`src/rtl/prog_pattern_detector_pkg.sv`:
```
`default_nettype none
// ============================================================================
// Module   : prog_pattern_detector_pkg
// Purpose  : Shared FSM state encoding and pattern-length clamp helper.
// Revision : 1.0 - initial release
// ============================================================================
package prog_pattern_detector_pkg;

    typedef enum logic [0:0] {
        FILL  = 1'b0,
        ARMED = 1'b1
    } state_t;

    // A zero length would never compare anything, so treat it as one bit.
    function automatic int unsigned clamp_len(input int unsigned len,
                                              input int unsigned max_len);
        if (len == 0)
            return 1;
        else if (len > max_len)
            return max_len;
        else
            return len;
    endfunction

endpackage
`default_nettype wire

```
`src/rtl/prog_pattern_match_counter.sv`:
```
`default_nettype none
// ============================================================================
// Module   : prog_pattern_match_counter
// Purpose  : Saturating match counter; clear wins over a same-cycle increment.
// Revision : 1.0 - initial release
// ============================================================================
module prog_pattern_match_counter #(
    parameter int CW = 8
) (
    input  logic          clk,
    input  logic          reset,
    input  logic          clr,
    input  logic          inc,
    output logic [CW-1:0] count
);

    logic [CW-1:0] r_count;

    always_ff @(posedge clk) begin
        if (reset || clr)
            r_count <= '0;
        else if (inc && (r_count != {CW{1'b1}}))
            r_count <= r_count + CW'(1);
    end

    assign count = r_count;

endmodule
`default_nettype wire

```
`src/rtl/prog_pattern_detector.sv`:
```
`default_nettype none
// ============================================================================
// Module   : prog_pattern_detector
// Purpose  : Programmable serial pattern detector with per-bit mask, variable
//            length and overlap control. Optional saturating match counter is
//            enabled by defining PROG_PATTERN_DETECTOR_MATCH_COUNT_EN.
// Revision : 1.0 - initial release
// ============================================================================
module prog_pattern_detector
    import prog_pattern_detector_pkg::*;
#(
    parameter int W  = 8,
    parameter int CW = 8
) (
    input  logic                   clk,
    input  logic                   reset,
    input  logic                   cfg_load,
    input  logic [W-1:0]           cfg_pattern,
    input  logic [W-1:0]           cfg_mask,
    input  logic [$clog2(W+1)-1:0] cfg_len,
    input  logic                   cfg_overlap,
    input  logic                   din_valid,
    input  logic                   din,
    output logic                   seen,
    output logic                   armed
`ifdef PROG_PATTERN_DETECTOR_MATCH_COUNT_EN
    ,
    output logic [CW-1:0]          match_count,
    input  logic                   count_clr
`endif
);

    localparam int              LW        = $clog2(W+1);
    localparam logic [LW-1:0]   c_len_max = LW'(W);

    logic [W-1:0]  r_pattern;
    logic [W-1:0]  r_mask;
    logic [LW-1:0] r_len;
    logic          r_overlap;
    logic [W-1:0]  r_hist;
    logic [LW-1:0] r_fill;
    state_t        r_state;
    logic          r_seen;

    logic [W-1:0]  w_hist_next;
    logic [W-1:0]  w_len_mask;
    logic          w_hit;
    logic [LW-1:0] w_fill_inc;
    logic [LW-1:0] w_fill_next;
    state_t        w_state_next;
    logic          w_match;

    assign w_hist_next = {r_hist[W-2:0], din};
    // Shifting by the full width yields zero, so len==W selects every bit.
    assign w_len_mask  = ~({W{1'b1}} << r_len);
    assign w_hit       = (((w_hist_next ^ r_pattern) & r_mask & w_len_mask) == '0);
    assign w_fill_inc  = (r_fill == c_len_max) ? r_fill : r_fill + LW'(1);

    always_ff @(posedge clk) begin
        if (reset) begin
            r_state <= FILL;
            r_fill  <= '0;
        end else begin
            r_state <= w_state_next;
            r_fill  <= w_fill_next;
        end
    end

    always_comb begin
        w_state_next = r_state;
        w_fill_next  = r_fill;
        w_match      = 1'b0;
        if (cfg_load) begin
            w_state_next = FILL;
            w_fill_next  = '0;
        end else if (din_valid) begin
            w_fill_next = w_fill_inc;
            if ((r_state == ARMED) || (w_fill_inc >= r_len)) begin
                w_state_next = ARMED;
                w_match      = w_hit;
                // Non-overlapping mode needs len fresh bits before the next match.
                if (w_hit && !r_overlap) begin
                    w_state_next = FILL;
                    w_fill_next  = '0;
                end
            end
        end
    end

    always_ff @(posedge clk) begin
        if (reset) begin
            r_pattern <= '0;
            r_mask    <= '1;
            r_len     <= c_len_max;
            r_overlap <= 1'b1;
            r_hist    <= '0;
            r_seen    <= 1'b0;
        end else begin
            r_seen <= w_match;
            if (cfg_load) begin
                r_pattern <= cfg_pattern;
                r_mask    <= cfg_mask;
                r_len     <= LW'(clamp_len(32'(cfg_len), W));
                r_overlap <= cfg_overlap;
                r_hist    <= '0;
            end else if (din_valid) begin
                r_hist <= w_hist_next;
            end
        end
    end

    assign seen  = r_seen;
    assign armed = (r_state == ARMED);

`ifdef PROG_PATTERN_DETECTOR_MATCH_COUNT_EN
    prog_pattern_match_counter #(
        .CW (CW)
    ) u_match_counter (
        .clk   (clk),
        .reset (reset),
        .clr   (count_clr),
        .inc   (r_seen),
        .count (match_count)
    );
`endif

endmodule
`default_nettype wire
```
`config.mk`:
```
export PLATFORM = sky130hd
export DESIGN_NAME = prog_pattern_detector
export DESIGN_NICKNAME = d
export VERILOG_FILES = /design/src/rtl/prog_pattern_detector_pkg.sv /design/src/rtl/prog_pattern_match_counter.sv /design/src/rtl/prog_pattern_detector.sv
export SDC_FILE = /design/constraint.sdc
export NUM_CORES = 1
export LEC_CHECK = 0
export ABC_AREA = 0
export ABC_CLOCK_PERIOD_IN_PS = 2700
export CORE_MARGIN = 4
export CORE_UTILIZATION = 45
export CTS_BUF_LIST = sky130_fd_sc_hd__clkbuf_4 sky130_fd_sc_hd__clkbuf_8
export CTS_CLUSTER_SIZE = 25
export DETAILED_ROUTE_END_ITERATION = 16
export DONT_BUFFER_PORTS = 1
export PLACE_DENSITY = 0.59
export SYNTH_ARGS = -nofsm -noshare
export SYNTH_HDL_FRONTEND = slang
export SYNTH_SLANG_ARGS = --single-unit
```
`constraint.sdc`:
```
create_clock -name clk -period 2.7 [get_ports clk]
set_clock_uncertainty 0.15 [all_clocks]
set_input_delay 0.54 -clock clk [delete_from_list [all_inputs] [get_ports clk]]
set_output_delay 0.54 -clock clk [all_outputs]
set_load 0.01 [all_outputs]
```
Word-level counts from Yosys, hierarchy flattened
Cells that the tools add are included.

storage, ports and cells
  bits in registers = 34
  bits in latches = 0
  bits in writable memories = 0
  memory bits (read-only) = 0
  bits of input ports = 26
  logic and storage cells = 33
  memories = 0

cells by class
  $add $sub $neg = 1
  multipliers = 0
  div/mod/pow operators = 0
  order comparisons = 2
  equality and inequality tests = 1
  shifts and indexed selects = 1
  mux-type cells = 6
  bitwise logic cells = 6
  reductions and logical operators = 8

operators with widths
  cell                 number
  $mux 4               5
  $and 8x8->8          2
  $logic_not 8->1      1
  $not 8->8            1
  $shl 8x4->8 const A  1
  $xor 8x8->8          1
  $add 4x1->4 const B  1
  $eq 4x4->1 const B   1
  $ge 4x4->1           1
  $gt 4x4->1 const B   1
  $logic_not 4->1      1
  $reduce_or 4->1      1
  $not 1->1            2
  $reduce_and 2->1     1
  $reduce_or 2->1      1
  $logic_and 1x1->1    1
  $logic_not 1->1      1
  $logic_or 1x1->1     1
  $mux 1               1

Logic depth before layout (Yosys ltp)
  depth in word-level cells = 7
  depth in mapped cells = 11

Worst setup path after synthesis
OpenSTA, ideal clock, no wires.

  kind = reg2reg
  start point = register r_fill[0]
  end point = register r_fill[0]
  library setup time = 86 ps
  data arrival time = 1,946 ps
  required time = 2,464 ps
  path slack = 519 ps
  cell stages (with the launch flop) = 12
  period minus slack after synthesis = 2,181 ps
  cell sequence = dfxtp_1 -> inv_1 -> ha_1 -> nand2_1 -> nor2_1 -> xnor2_1 -> ha_1 -> nand2b_1 -> a21oi_1 -> o21ai_0 -> and3b_1 -> a211oi_1

between the ends
  longest elaborated chain between the ends = 5

RTL lines
  element                                    RTL line                     RTL
  start, declared                            prog_pattern_detector.sv:41  logic [LW-1:0] r_fill;
  start signal, assigned                     prog_pattern_detector.sv:65  r_fill <= w_fill_next;
  $add 4x1->4 or $eq 4x4->1 (tied branches)  prog_pattern_detector.sv:57  assign w_fill_inc = (r_fill == c_len_max) ? r_fill : r_fill + LW'(1);
  $mux 4 *                                   prog_pattern_detector.sv:57
  $ge 4x4->1                                 prog_pattern_detector.sv:78  if ((r_state == ARMED) || (w_fill_inc >= r_len)) begin
  $logic_or 1x1->1                           prog_pattern_detector.sv:78
  $mux 4 *                                   prog_pattern_detector.sv:78

Mark *: on every way between the ends. The rest lies on a longest branch, timed or not.
A chain may end at the register's enable or synchronous reset.

Worst setup path after layout
Same ends and word-level chain as after synthesis.

==> impl_metrics.toml <==
[clocking]
cts_tree = "built"
hold_buffers = 0
cts_buffers = 5
clk_pin_slew_ns = 0.10
postCtsSetupBuffers = 0
cts_htree_levels = 2
clockBufferDepth = 2
clock-sinks = 34
clock-root-buffer = "clkbuf_4"
insertion_delay_ns = 0.33
cts_resized = 0

[worst_hold_path]
hold_class = "in2reg"
worstHoldStart = "reset"
min_path_cells = 1
whs_endpoint = "r_len[0]"

[detailed_routing]
drt-initial-drc-count = 66
ant_nets = 0
avgViaCountPerCell = 5.49
routedWlPerCell_um = 14.5
firstDrtPassIters = 4
vias = 1185
drc = 0
drt-total-wl_um = 3120

[placement]
dpl_cell_area_sq_um = 1630
dp_slack_ns = 0.301
place_hpwl_um = 2320
gp_congestion = 0.818
io_buffers = 0

[yosys]
yosysTopAreaCell = "dfxtp_1"
netlist_area_sq_um = 1610
synth_edf_count = 0
syn_inst = 172
synth.distinct_cells = 35
yosysSeqAreaShare = 0.422
synth_fp_nets = 204
synthArstFlopShare = 0
synth.area.top_cells = "dfxtp_1 42%, mux2i_1 9.9%, a211o_1 4.9%, nor2_1 4.9%, ha_1 4.7%"
synth-seq-cells = 34
synthFlopType = "dfxtp_1"
synth_warnings = 0
avgSynthCellArea_sq_um = 9.38
synth_top_area_share = 0.422

[timing]
final_max_slew_viol_count = 0
fin_ws_ns = 0.252
hold_viol = 0
fin_setup_tns_ns = 0
worstMarginPinSlew_ns = 0.486
min_period_ns = 2.45
setup_violations = 0
rsz0062_at_grt = "false"
fmax_mhz = 408
maxSlewHeadroom = 0.673
period_share = 0.907

[global_routing]
grt_max_degree = 35
grt_pass1_wl_um = 5210
gr-total-overflow = 0
antenna_found_initial = 0
grt_pass1_vias = 1161
track_usage = 0.153

[die]
die_y_um = 67.9
io_pins = 28
initial_core_util = 0.476
placementRows = 21
fp.coreArea_sq_um = 3390
die_area_sq_um = 4610
die_w_um = 67.9

[critical_path]
timing.rr.end = "r_fill[0]"
crit_required_ns = 2.80
slowest_delay_ns = 0.39
crit_fanout = 5
cp_common_cell = "ha_1"
cp_data_arrival_time_ns = 2.54
r2r-start = "r_fill[0]"
cp-start-kind = "flop"
endpoint_kind = "flop"
worstSetupStartpoint = "r_fill[0]"
cpMaxStageDelayCell = "dfxtp_1"
reg2reg_slack_ns = 0.25
critical_path_class = "reg2reg"
cp_cell_sequence = "inv_1, ha_1, nand2_1, nor2_1, xnor2_1, ha_1, nand2b_1, a21oi_1, o21ai_0, and3b_1, a211oi_1"
r2r_cells = 11

[outcome]
status = "completed"

[final_layout]
drive_above_1_share = 0.0765
utilization = 0.499
diodes = 0
area_growth_pct = 4.73
final_area_sq_um = 1690
finalNetCount = 201

[power_and_ir_drop]
fin_total_pwr_uw = 915
irDropWorstVdd_mv = 0.243
leakage_uw = 0.000709
power_density_nw_per_um2 = 541

[job]
cap_violations = 0
==> registers in the layout (all words and copies together) (netlist names) <==
name / cells
armed: 1
r_fill: 4
r_hist: 7
r_len: 4
r_mask: 8
r_overlap: 1
r_pattern: 8
seen: 1
==> placed cells by master (no fill, tap or decap), types with 2 or more instances in the layout <==
cell type  instances
nor2b_1           11
dfxtp_1           34
a21oi_1            6
nand2b_1           3
nand2_1            7
ha_1               6
a211o_1            9
inv_1              5
mux2i_1           16
o211ai_1           2
o21ai_0            3
xor2_1             8
clkbuf_4           6
nor2_1            21
a32oi_1            4
nand4_1            2
a211oi_1           3
xnor2_1            3
nand3_1            5
==> Yosys cell counts, types with 4 or more instances <==
cell / count
clkbuf_1: 8
xor2_1: 8
a211o_1: 9
dfxtp_1: 34
nand3_1: 5
mux2i_1: 16
nand2_1: 7
nor2b_1: 11
nor2_1: 21
a32oi_1: 4
ha_1: 6
inv_1: 5
a21oi_1: 6
==> cells by family after synthesis <==
logic type               after synthesis  share of synthesized area
AO/OA/AOI/OAI                         36                      0.167
XOR/XNOR                              11                     0.0597
adder cells (fa/ha/maj)                6                     0.0465
buffers and inverters                 15                     0.0395
flip-flops                            34                      0.422
multiplexers                          16                     0.0992
AND/OR/NAND/NOR                       54                      0.166
==> through the flow <==
stage               instances  hold slack [ns]
finish                    216            0.114
global route              216           0.0986
CTS                       216           0.0967
detailed placement        208            0.358
global placement          208            0.344
floorplan                 172            0.331
==> layout make-up <==
cell class | instances | area, sq um
Clock inverter | 1 | 5.00
Inverter | 5 | 18.8
Sequential cell | 34 | 681
Multi-Input combinational cell | 123 | 870
Fill cell | 316 | 1700
Clock buffer | 7 | 58.8
Tap cell | 46 | 57.6
==> worst max-delay path, delay by kind of cell, from the launching register on <==
kind / cells / cell delay (ns)
AO/OA/AOI/OAI: 3 / 0.56
XOR/XNOR: 1 / 0.13
adder cells (fa/ha/maj): 2 / 0.47
buffers and inverters: 1 / 0.11
flip-flops: 1 / 0.39
AND/OR/NAND/NOR: 4 / 0.55
==> routing by layer <==
metal	up-vias	global-route usage	share of wire
met3	10	0.0509	0.051
met2	29	0.254	0.49
met4	0	0.0720	0.024
li1	603	-	-
met1	543	0.177	0.43
met5	-	0	0
==> worst max-delay path by stage <==
stage / slack, ns / cells past startpoint / to
3_3_place_gp: 0.40 / 11 / r_fill[3]
6_report: 0.25 / 11 / r_fill[0]
5_1_grt: 0.06 / 11 / r_fill[3]
2_1_floorplan: 0.52 / 11 / r_fill[0]
4_1_cts: 0.27 / 11 / r_fill[3]
3_5_place_dp: 0.30 / 11 / r_fill[3]
==> power breakdown <==
part           switching (uW)  total, uW  internal, uW  leakage, uW
registers                18.7        541           523     0.000279
logic                    36.1       81.5          45.4     0.000391
clock network             156        292           136    0.0000387
total                     211        915           704     0.000709
Power figures use the tool's default switching activity.
